**src/rtl/rpn_pkg.sv**
```systemverilog
// Shared types for the RPN engine: opcodes, error codes, FSM states and
// the operand-count helper used by the sequencer.
package rpn_pkg;

  typedef enum logic [3:0] {
    OP_PUSH = 4'd0,
    OP_POP  = 4'd1,
    OP_ADD  = 4'd2,
    OP_SUB  = 4'd3,
    OP_SLL  = 4'd4,
    OP_SRL  = 4'd5,
    OP_SLTU = 4'd6,
    OP_MUL  = 4'd7,
    OP_AND  = 4'd8,
    OP_OR   = 4'd9,
    OP_NOR  = 4'd10,
    OP_XOR  = 4'd11,
    OP_SWAP = 4'd12,
    OP_DUP  = 4'd13,
    OP_CLR  = 4'd14,
    OP_BAD  = 4'd15
  } op_e;

  typedef enum logic [1:0] {
    ERR_NONE  = 2'd0,
    ERR_UNDER = 2'd1,
    ERR_OVER  = 2'd2,
    ERR_BADOP = 2'd3
  } err_e;

  typedef enum logic [1:0] {
    ST_IDLE   = 2'd0,
    ST_CAPT   = 2'd1,
    ST_COMMIT = 2'd2
  } state_e;

  // Number of stack entries an opcode consumes before it can execute.
  function automatic logic [1:0] min_depth(op_e op);
    case (op)
      OP_PUSH, OP_CLR, OP_BAD: min_depth = 2'd0;
      OP_POP, OP_DUP:          min_depth = 2'd1;
      default:                 min_depth = 2'd2;
    endcase
  endfunction

  // Ops that finish in the accept cycle without visiting CAPT/COMMIT.
  function automatic logic is_stack_op(op_e op);
    is_stack_op = (op == OP_PUSH) || (op == OP_POP) ||
                  (op == OP_DUP)  || (op == OP_CLR);
  endfunction

endpackage

```
**src/rtl/rpn_alu.sv**
```systemverilog
// Combinational ALU: a = top of stack, b = next. Result replaces both.
module rpn_alu
  import rpn_pkg::*;
#(
  parameter int WIDTH = 16
) (
  input  logic [WIDTH-1:0] a,
  input  logic [WIDTH-1:0] b,
  input  op_e              op,
  output logic [WIDTH-1:0] y
);

  logic [2*WIDTH-1:0] prod;
  logic               shift_oob;

  // Full-width product; only the low half is kept (modulo 2^WIDTH).
  assign prod      = {{WIDTH{1'b0}}, b} * {{WIDTH{1'b0}}, a};
  // Any shift of WIDTH or more clears the value rather than wrapping the amount.
  assign shift_oob = (a >= WIDTH'(WIDTH));

  // Opcode decode; stack-only opcodes never reach here, so they yield 0.
  always_comb begin
    y = '0;
    case (op)
      OP_ADD:  y = b + a;
      OP_SUB:  y = b - a;
      OP_SLL:  y = shift_oob ? '0 : (b << a);
      OP_SRL:  y = shift_oob ? '0 : (b >> a);
      OP_SLTU: y = {{(WIDTH-1){1'b0}}, (a < b)};
      OP_MUL:  y = prod[WIDTH-1:0];
      OP_AND:  y = b & a;
      OP_OR:   y = b | a;
      OP_NOR:  y = ~(b | a);
      OP_XOR:  y = b ^ a;
      default: y = '0;
    endcase
  end

endmodule

```
**src/rtl/rpn_engine.sv**
```systemverilog
// RPN calculator core: command sequencer, DEPTH x WIDTH register stack and
// ALU. Stack ops retire in the accept cycle; binary ops and SWAP go through
// CAPT (latch operands) and COMMIT (write back) so the ALU sees registered
// operands and the stack update is a single atomic write.
module rpn_engine
  import rpn_pkg::*;
#(
  parameter int WIDTH = 16,
  parameter int DEPTH = 8
) (
  input  logic                     clk,
  input  logic                     rst,
  input  logic                     cmd_valid,
  output logic                     cmd_ready,
  input  op_e                      cmd_op,
  input  logic [WIDTH-1:0]         cmd_val,
  output logic [WIDTH-1:0]         top,
  output logic [WIDTH-1:0]         next,
  output logic [$clog2(DEPTH):0]   depth,
  output logic                     busy,
  output logic                     err,
  output err_e                     err_code
);

  localparam int AW = $clog2(DEPTH);
  localparam int DW = AW + 1;

  // Entry depth_q-1 is the top of stack; entries at and above depth_q are stale.
  logic [WIDTH-1:0] stack_q [DEPTH];
  logic [DW-1:0]    depth_q;
  state_e           state_q, state_d;
  op_e              op_q;
  logic [WIDTH-1:0] a_q, b_q;
  logic             err_q;
  err_e             err_code_q;

  logic [AW-1:0]    idx_top, idx_nxt, idx_new;
  logic             accept;
  err_e             chk_err;
  logic [WIDTH-1:0] alu_y;

  assign idx_top = AW'(depth_q - DW'(1));
  assign idx_nxt = AW'(depth_q - DW'(2));
  assign idx_new = AW'(depth_q);

  assign cmd_ready = (state_q == ST_IDLE);
  assign busy      = (state_q != ST_IDLE);
  assign accept    = cmd_valid && cmd_ready;

  assign top      = (depth_q != '0)      ? stack_q[idx_top] : '0;
  assign next     = (depth_q >= DW'(2))  ? stack_q[idx_nxt] : '0;
  assign depth    = depth_q;
  assign err      = err_q;
  assign err_code = err_code_q;

  rpn_alu #(.WIDTH(WIDTH)) u_alu (
    .a  (a_q),
    .b  (b_q),
    .op (op_q),
    .y  (alu_y)
  );

  // Command legality check and next-state decode.
  always_comb begin
    chk_err = ERR_NONE;
    state_d = state_q;
    if (cmd_op == OP_BAD)
      chk_err = ERR_BADOP;
    else if (depth_q < DW'(min_depth(cmd_op)))
      chk_err = ERR_UNDER;
    else if (((cmd_op == OP_PUSH) || (cmd_op == OP_DUP)) && (depth_q == DW'(DEPTH)))
      chk_err = ERR_OVER;

    case (state_q)
      ST_IDLE:   if (accept && (chk_err == ERR_NONE) && !is_stack_op(cmd_op))
                   state_d = ST_CAPT;
      ST_CAPT:   state_d = ST_COMMIT;
      ST_COMMIT: state_d = ST_IDLE;
      default:   state_d = ST_IDLE;
    endcase
  end

  // FSM state register.
  always_ff @(posedge clk) begin
    if (rst) state_q <= ST_IDLE;
    else     state_q <= state_d;
  end

  // Stack, operand and error registers; reset discards any in-flight command.
  always_ff @(posedge clk) begin
    if (rst) begin
      for (int i = 0; i < DEPTH; i++) stack_q[i] <= '0;
      depth_q    <= '0;
      op_q       <= OP_PUSH;
      a_q        <= '0;
      b_q        <= '0;
      err_q      <= 1'b0;
      err_code_q <= ERR_NONE;
    end else begin
      case (state_q)
        ST_IDLE: begin
          if (accept) begin
            if (chk_err != ERR_NONE) begin
              err_q      <= 1'b1;
              err_code_q <= chk_err;
            end else begin
              op_q <= cmd_op;
              case (cmd_op)
                OP_PUSH: begin
                  stack_q[idx_new] <= cmd_val;
                  depth_q          <= depth_q + DW'(1);
                end
                OP_DUP: begin
                  stack_q[idx_new] <= stack_q[idx_top];
                  depth_q          <= depth_q + DW'(1);
                end
                OP_POP: depth_q <= depth_q - DW'(1);
                OP_CLR: begin
                  depth_q    <= '0;
                  err_q      <= 1'b0;
                  err_code_q <= ERR_NONE;
                end
                default: ;
              endcase
            end
          end
        end
        ST_CAPT: begin
          a_q <= stack_q[idx_top];
          b_q <= stack_q[idx_nxt];
        end
        ST_COMMIT: begin
          if (op_q == OP_SWAP) begin
            stack_q[idx_top] <= b_q;
            stack_q[idx_nxt] <= a_q;
          end else begin
            stack_q[idx_nxt] <= alu_y;
            depth_q          <= depth_q - DW'(1);
          end
        end
        default: ;
      endcase
    end
  end

endmodule

```
**config.mk**
```make
export PLATFORM = sky130hd
export DESIGN_NAME = rpn_engine
export DESIGN_NICKNAME = d
export VERILOG_FILES = /design/src/rtl/rpn_pkg.sv /design/src/rtl/rpn_alu.sv /design/src/rtl/rpn_engine.sv
export SDC_FILE = /design/constraint.sdc
export NUM_CORES = 1
export LEC_CHECK = 0
export ABC_AREA = 1
export BUFFER_PORTS_ARGS = -buffer_cell sky130_fd_sc_hd__clkbuf_2
export CAP_MARGIN = 20
export CORE_MARGIN = 2
export CORE_UTILIZATION = 53
export CTS_BUF_LIST = sky130_fd_sc_hd__clkbuf_8
export DETAILED_ROUTE_END_ITERATION = 10
export GPL_TIMING_DRIVEN = 0
export PLACE_DENSITY = 0.7
export SKIP_LAST_GASP = 1
export SLEW_MARGIN = 5
export SYNTH_ARGS = -nofsm -noshare
export SYNTH_HDL_FRONTEND = slang
export SYNTH_SLANG_ARGS = --single-unit
export TNS_END_PERCENT = 1
```
**constraint.sdc**
```tcl
create_clock -name clk -period 12.05 [get_ports clk]
set_input_delay 2.41 -clock clk [delete_from_list [all_inputs] [get_ports clk]]
set_output_delay 2.41 -clock clk [all_outputs]
set_load 0.005 [all_outputs]
```
==> out/results.txt, run 1 <==
Avg Cell Area, Syn -> 6.547 µm²
slowest stage delay, CP -> 0.79 ns
WL per Instance -> 21.81 µm
Clock Sinks -> 173
max_cap viols -> 0
# port buffers -> 63
Area Growth Syn to Fin -> 6.910%
top-area cell type share of the netlist area -> 20.12%
DIE HEIGHT -> 193.9 µm
CTS tree -> done
ys flop type -> edfxtp_1
die width -> 193.9 µm
R2R Setup Slk -> 3.60 ns
pin count of the biggest net entering global routing -> 17
full die area -> 37,580 µm²
post-layout min period -> 8.445 ns
Worst Hold Path Cells -> 2
count of final setup violators -> 0
vias in the first global route -> 20,200
core box area -> 35,570 µm²
dominant cell type by area after synthesis -> edfxtp_1
Synth Cell Area -> 19,100 µm²
register area -> 4745 µm²
Hold/Removal Path Class -> flip-flop to flip-flop
Sw Ratio -> 45.37%
Clk pin slew, worst setup/hold paths -> 0.10 ns
Post-CTS Hold Buffers -> 0
library cells used by synthesis -> 56
Logic pwr share -> 42.7%
top-count cell post-synth -> nand2_1
CTS root buf -> clkbuf_8
CP startpoint -> a_q[1]
Worst slew margin -> 22.91%
Critical Path Sink -> stack_q[7][15]
Slew Limit Fails -> 0
Iter 0 DRT Violations -> 2,182
Post-synth EDFFs -> 128
H-tree Lvls -> 4
f_max -> 118.4 MHz
Vias/cell -> 5.953
I/O pins -> 64
critical path arrival -> 8.69 ns
outcome -> finished, final reports clean
Slowest-stage cell, CP -> clkbuf_1
Nets -> 3,214
clk_skew -> 0.01500 ns
worst-case clock buffer depth -> 2
antenna violations before repair -> 0
final hold vios -> 0
Post-Route Setup TNS -> 0 ns
grt total ovfl -> 0
first-pass GRT wire length -> 115.2 mm
Residual DRC -> 0
HPWL Detailed -> 61.80 mm
asr flop ratio synth -> 0%
synthesized flop and latch total -> 173
diode count -> 0
Multi-input gate area -> 12,050 µm²
Worst R2R Path Depth -> 29
R2R Path End -> stack_q[7][15]
register share of total power -> 34.9%
most used cell along the critical path -> nand2_1
DR vias -> 20,690
row count -> 69
sequential area share after synthesis -> 24.84%
power share of the clock group -> 22.4%
Final period util -> 70.09%
worst skew pair latency -> 0.50 ns
Synth top cells by count -> nand2_1, inv_1, o21ai_0
Starting Density -> 53.71%
Mapped Cells -> 2,918
fillers -> 3,399
PwrDens -> 98.27 nW/µm²
RSZ-0062 raised after global routing -> false
router iterations before antenna repair -> 7
share of layout cells above drive strength 1 -> 7.432%
TritonCTS Buffers -> 17
postcts setup bufs -> 0
Hold Worst Slack -> 0.4857 ns
synth warn -> 0
VDD IR-drop max -> 0.1215 mV
post-route ant nets -> 0
leakage dissipation -> 10.15 nW
final WL -> 75.79 mm
total track usage -> 39.82%
Net Count, Synth -> 3,131
CP max FO -> 10
CP Capture Type -> flip-flop
CP Data Required Time -> 12.30 ns
Crit Path Class -> flip-flop to flip-flop
routability congestion estimate -> 1.024
crit path launch type -> flip-flop
internal power -> 1.096 mW
NetSw -> 0.9105 mW
Worst-Margin Slew -> 1.148 ns
cts repair resizes -> 0
top cells by area, synth -> edfxtp_1, nand2_1, fa_1
worst r2r src -> a_q[1]
[sequential cells by signal, indices dropped and copies added, names as in the netlist]
register and cells:
err 1, depth 4, stack_q 128, op_q 4, b_q 16, a_q 16
err_code 2, state_q 2
[layout make-up]
class	instances	area share, %
Tap cell	461	2.824
Sequential cell	173	23.23
Timing Repair Buffer	64	1.581
Buffer	151	3.369
Multi-Input combinational cell	2163	58.99
Clock buffer	17	1.146
Clock inverter	15	0.9128
Inverter	431	7.946
[placed cells by master (no fill, tap or decap), types with 7 or more instances in the layout]
cell type and n:
or3_1 7, buf_4 10, inv_2 15, o211ai_1 26, nand3_1 162, o21ai_1 25
nand4_1 18, edfxtp_1 128, nand2_1 959, o22ai_1 9, buf_2 33, dfxtp_1 45
clkbuf_2 64, ha_1 109, a21oi_1 205, buf_1 18, xor2_1 7, nor2_2 7
nor2_4 11, inv_1 408, nor3_1 19, o21ai_2 20, o21ai_0 264, clkinv_1 7
fa_1 81, clkbuf_8 17, nor2_1 162, clkbuf_1 84, a221oi_1 8
[worst max-delay path: cells and delay by family, from the launching register on]
kind / cells / cell delay (ns)
AO/OA/AOI/OAI: 1 / 0.16
adder cells (fa/ha/maj): 7 / 3.45
buffers and inverters: 7 / 2.34
flip-flops: 1 / 0.48
AND/OR/NAND/NOR: 14 / 1.73
[power by group through the flow]
stage	Combinational, mW	Clock (mW)	Sequential [mW]
global route	0.914	0.468	0.702
floorplan	0.525	0	0.699
global placement	0.812	0	0.710
detailed placement	0.820	0	0.711
CTS	0.824	0.444	0.697
finish	0.857	0.450	0.700
[worst min path at each step]
stage,startpoint,to,slack [ns]
final,err_code[0],err_code[0],0.49
after global routing,err_code[0],err_code[0],0.52
after CTS,err_code[0],err_code[0],0.49
after detailed placement,err_code[0],err_code[0],0.48
after global placement,err_code[0],err_code[0],0.46
after floorplan,err_code[0],err_code[0],0.46
[logic make-up (layout without fill, tap and decap cells)]
group / after synthesis / count (layout) / synth area share, %
AND/OR/NAND/NOR: 1373 / 1373 / 29.81
buffers and inverters: 582 / 678 / 12.10
flip-flops: 173 / 173 / 24.84
XOR/XNOR: 15 / 15 / 0.8842
AO/OA/AOI/OAI: 585 / 585 / 16.75
adder cells (fa/ha/maj): 190 / 190 / 15.63
[through the flow]
stage | std cells | worst slack (ns) | instance area [µm²] | util, % | power (mW)
6_report | 3475 | 3.605 | 20420 | 57.42 | 2.007
3_5_place_dp | 3443 | 3.821 | 20000 | 56.24 | 1.531
4_1_cts | 3475 | 3.806 | 20420 | 57.42 | 1.965
2_1_floorplan | 2918 | 5.800 | 19100 | - | 1.224
5_1_grt | 3475 | 3.386 | 20420 | 57.42 | 2.085
3_3_place_gp | 3442 | 3.918 | 20000 | 56.22 | 1.521
[routing by layer]
| layer | wire (µm) | GRT usage (%) | vias up |
|---|---|---|---|
| met5 | 0 | 0 | - |
| met4 | 5607 | 26.77 | 0 |
| met3 | 6852 | 5.584 | 293 |
| met2 | 34870 | 65.86 | 1277 |
| met1 | 28460 | 48.48 | 9615 |
| li1 | - | - | 9502 |
Note: power is estimated with default switching activity, not from simulation.
==> run 2: changes to the inputs <==
--- a/config.mk
+++ b/config.mk
@@ -13,7 +13,7 @@
 export CTS_BUF_LIST = sky130_fd_sc_hd__clkbuf_8
 export DETAILED_ROUTE_END_ITERATION = 10
 export GPL_TIMING_DRIVEN = 0
-export PLACE_DENSITY = 0.7
+export PLACE_DENSITY = 0.72
 export SKIP_LAST_GASP = 1
 export SLEW_MARGIN = 5
 export SYNTH_ARGS = -nofsm -noshare
==> constraint.sdc (replaced) <==
create_clock -name clk -period 7.2 [get_ports clk]
set_input_delay 1.44 -clock clk [delete_from_list [all_inputs] [get_ports clk]]
set_output_delay 1.44 -clock clk [all_outputs]
set_load 0.005 [all_outputs]
==> out/results.txt, run 2 (synthesis results as in run 1) <==
leakage dissipation -> 10.14 nW
final WL -> 75.66 mm
worst-case clock buffer depth -> 2
most frequent cells in the layout -> nand2_1, inv_1, o21ai_0, a21oi_1
Iter 0 DRT Violations -> 2,235
DR vias -> 20,670
R2R Path End -> stack_q[0][15]
CP max FO -> 19
outcome -> finished, final reports clean
first-pass GRT wire length -> 114.7 mm
DIE HEIGHT -> 193.9 µm
Met3 Routed Length -> 6.740 mm
R2R Setup Slk -> 0.26 ns
WL per Instance -> 21.79 µm
most used cell along the critical path -> nand2_1
Starting Density -> 53.71%
VDD IR-drop max -> 0.1953 mV
CTS tree -> done
row count -> 69
CP Data Required Time -> 7.46 ns
NetSw -> 1.555 mW
H-tree Lvls -> 4
final hold vios -> 0
worst skew pair latency -> 0.50 ns
Sw Ratio -> 47.16%
total track usage -> 39.74%
pin count of the biggest net entering global routing -> 29
register share of total power -> 35.6%
fillers -> 3,511
Final period util -> 96.44%
Slowest-stage cell, CP -> clkbuf_2
worst r2r src -> a_q[3]
Slew Limit Fails -> 0
Critical Path Sink -> stack_q[0][15]
Post-Route Setup TNS -> 0 ns
Logic pwr share -> 43.3%
Area Growth Syn to Fin -> 6.667%
f_max -> 144.0 MHz
CTS root buf -> clkbuf_8
CP startpoint -> a_q[3]
share of layout cells above drive strength 1 -> 7.608%
max layer used -> met4
Crit Path Class -> flip-flop to flip-flop
commonest non-fill, non-tap cell in the layout -> nand2_1
full die area -> 37,580 µm²
grt total ovfl -> 0
critical path arrival -> 7.20 ns
CP Capture Type -> flip-flop
Worst-Margin Slew -> 1.002 ns
DP Cell Count -> 3,443
post-layout min period -> 6.944 ns
Worst R2R Path Depth -> 28
postcts setup bufs -> 0
I/O pins -> 64
routability congestion estimate -> 0.9959
count of final setup violators -> 0
Vias/cell -> 5.954
Clk pin slew, worst setup/hold paths -> 0.11 ns
Nets -> 3,210
CP top delay family -> adder cells
clk_skew -> 0.01936 ns
PwrDens -> 161.8 nW/µm²
met1 wire length -> 28.11 mm
Largest register FFs -> 128
Worst slew margin -> 32.69%
post-route ant nets -> 0
final cell count without fillers -> 3,472
power share of the clock group -> 21.2%
Worst Hold Path Cells -> 2
Post-CTS Hold Buffers -> 0
router iterations before antenna repair -> 6
Hold/Removal Path Class -> flip-flop to flip-flop
Hold Worst Slack -> 0.4816 ns
Residual DRC -> 0
antenna violations before repair -> 0
crit path launch type -> flip-flop
Top reg by flops -> stack_q
internal power -> 1.742 mW
routed wl met2 -> 34.79 mm
TritonCTS Buffers -> 17
RSZ-0062 raised after global routing -> false
Top Registers -> stack_q (128), a_q (16), b_q (16)
vias in the first global route -> 20,050
die width -> 193.9 µm
slowest stage delay, CP -> 0.61 ns
# port buffers -> 63
CP Depth -> 28
Clock Sinks -> 173
core box area -> 35,570 µm²
crit path buf inv count -> 7
HPWL Detailed -> 61.26 mm
max_cap viols -> 0
-- run 2: cell count changes in the layout (fill, tap and decap cells not counted), sizes merged --
cell | before | now
inv | 431 | 434
bufinv | 3 | 0
clkinv | 9 | 11
buf | 67 | 65
clkinvlp | 3 | 1
clkbuf | 165 | 163
diode | 0 | 1
-- run 2: cell type report --
type	instances	area [µm²]	area share [%]
Inverter	431	1623	7.964
Antenna cell	1	2.502	0.01228
Timing Repair Buffer	64	322.8	1.584
Clock buffer	17	234.0	1.148
Clock inverter	15	141.4	0.6939
Multi-Input combinational cell	2163	12050	59.12
Buffer	147	684.4	3.359
Tap cell	461	576.8	2.831
Sequential cell	173	4745	23.28
-- run 2: how the worst min path moves through the flow --
stage	startpoint	end	slack (ns)
floorplan	err_code[0]	err_code[0]	0.46
global placement	err_code[0]	err_code[0]	0.46
detailed placement	err	err	0.47
CTS	err	err	0.49
global route	err_code[0]	err_code[0]	0.50
finish	err_code[0]	err_code[0]	0.48
-- run 2: worst min-delay path, cell delays in order (launching register included) --
cell	delay, ns
dfxtp_1	0.33
nand2_1	0.06
a21oi_1	0.05
-- run 2: timing repair --
action,4_1_cts,5_1_grt
endpoints found under the hold margin,0,0
endpoints found under the setup margin,56,32
gates resized for setup,3,5
pin swaps,0,0
-- run 2: layer usage --
layer  vias to the layer above  global-route usage (%)
met3                       320                   5.584
met5                         -                       0
met2                      1250                   66.03
li1                       9507                       -
met1                      9597                   47.69
met4                         0                   27.81
-- run 2: stage by stage --
| stage | power [mW] | setup WS, ns | util (%) | instance area, µm² |
|---|---|---|---|---|
| after floorplan | 2.048 | 0.9499 | - | 19100 |
| after detailed placement | 2.560 | -0.8720 | 56.24 | 20000 |
| after global placement | 2.544 | -0.8328 | 56.22 | 20000 |
| final | 3.297 | 0.2560 | 57.29 | 20380 |
| after CTS | 3.229 | 0.05362 | 57.27 | 20370 |
| after global routing | 3.426 | 0.03692 | 57.28 | 20370 |
-- run 2: power by group through the flow --
stage | logic [mW] | clock network [mW] | registers, mW
after global routing | 1.53 | 0.716 | 1.18
after floorplan | 0.878 | 0 | 1.17
final | 1.43 | 0.698 | 1.17
after detailed placement | 1.37 | 0 | 1.19
after global placement | 1.36 | 0 | 1.19
after CTS | 1.37 | 0.687 | 1.17
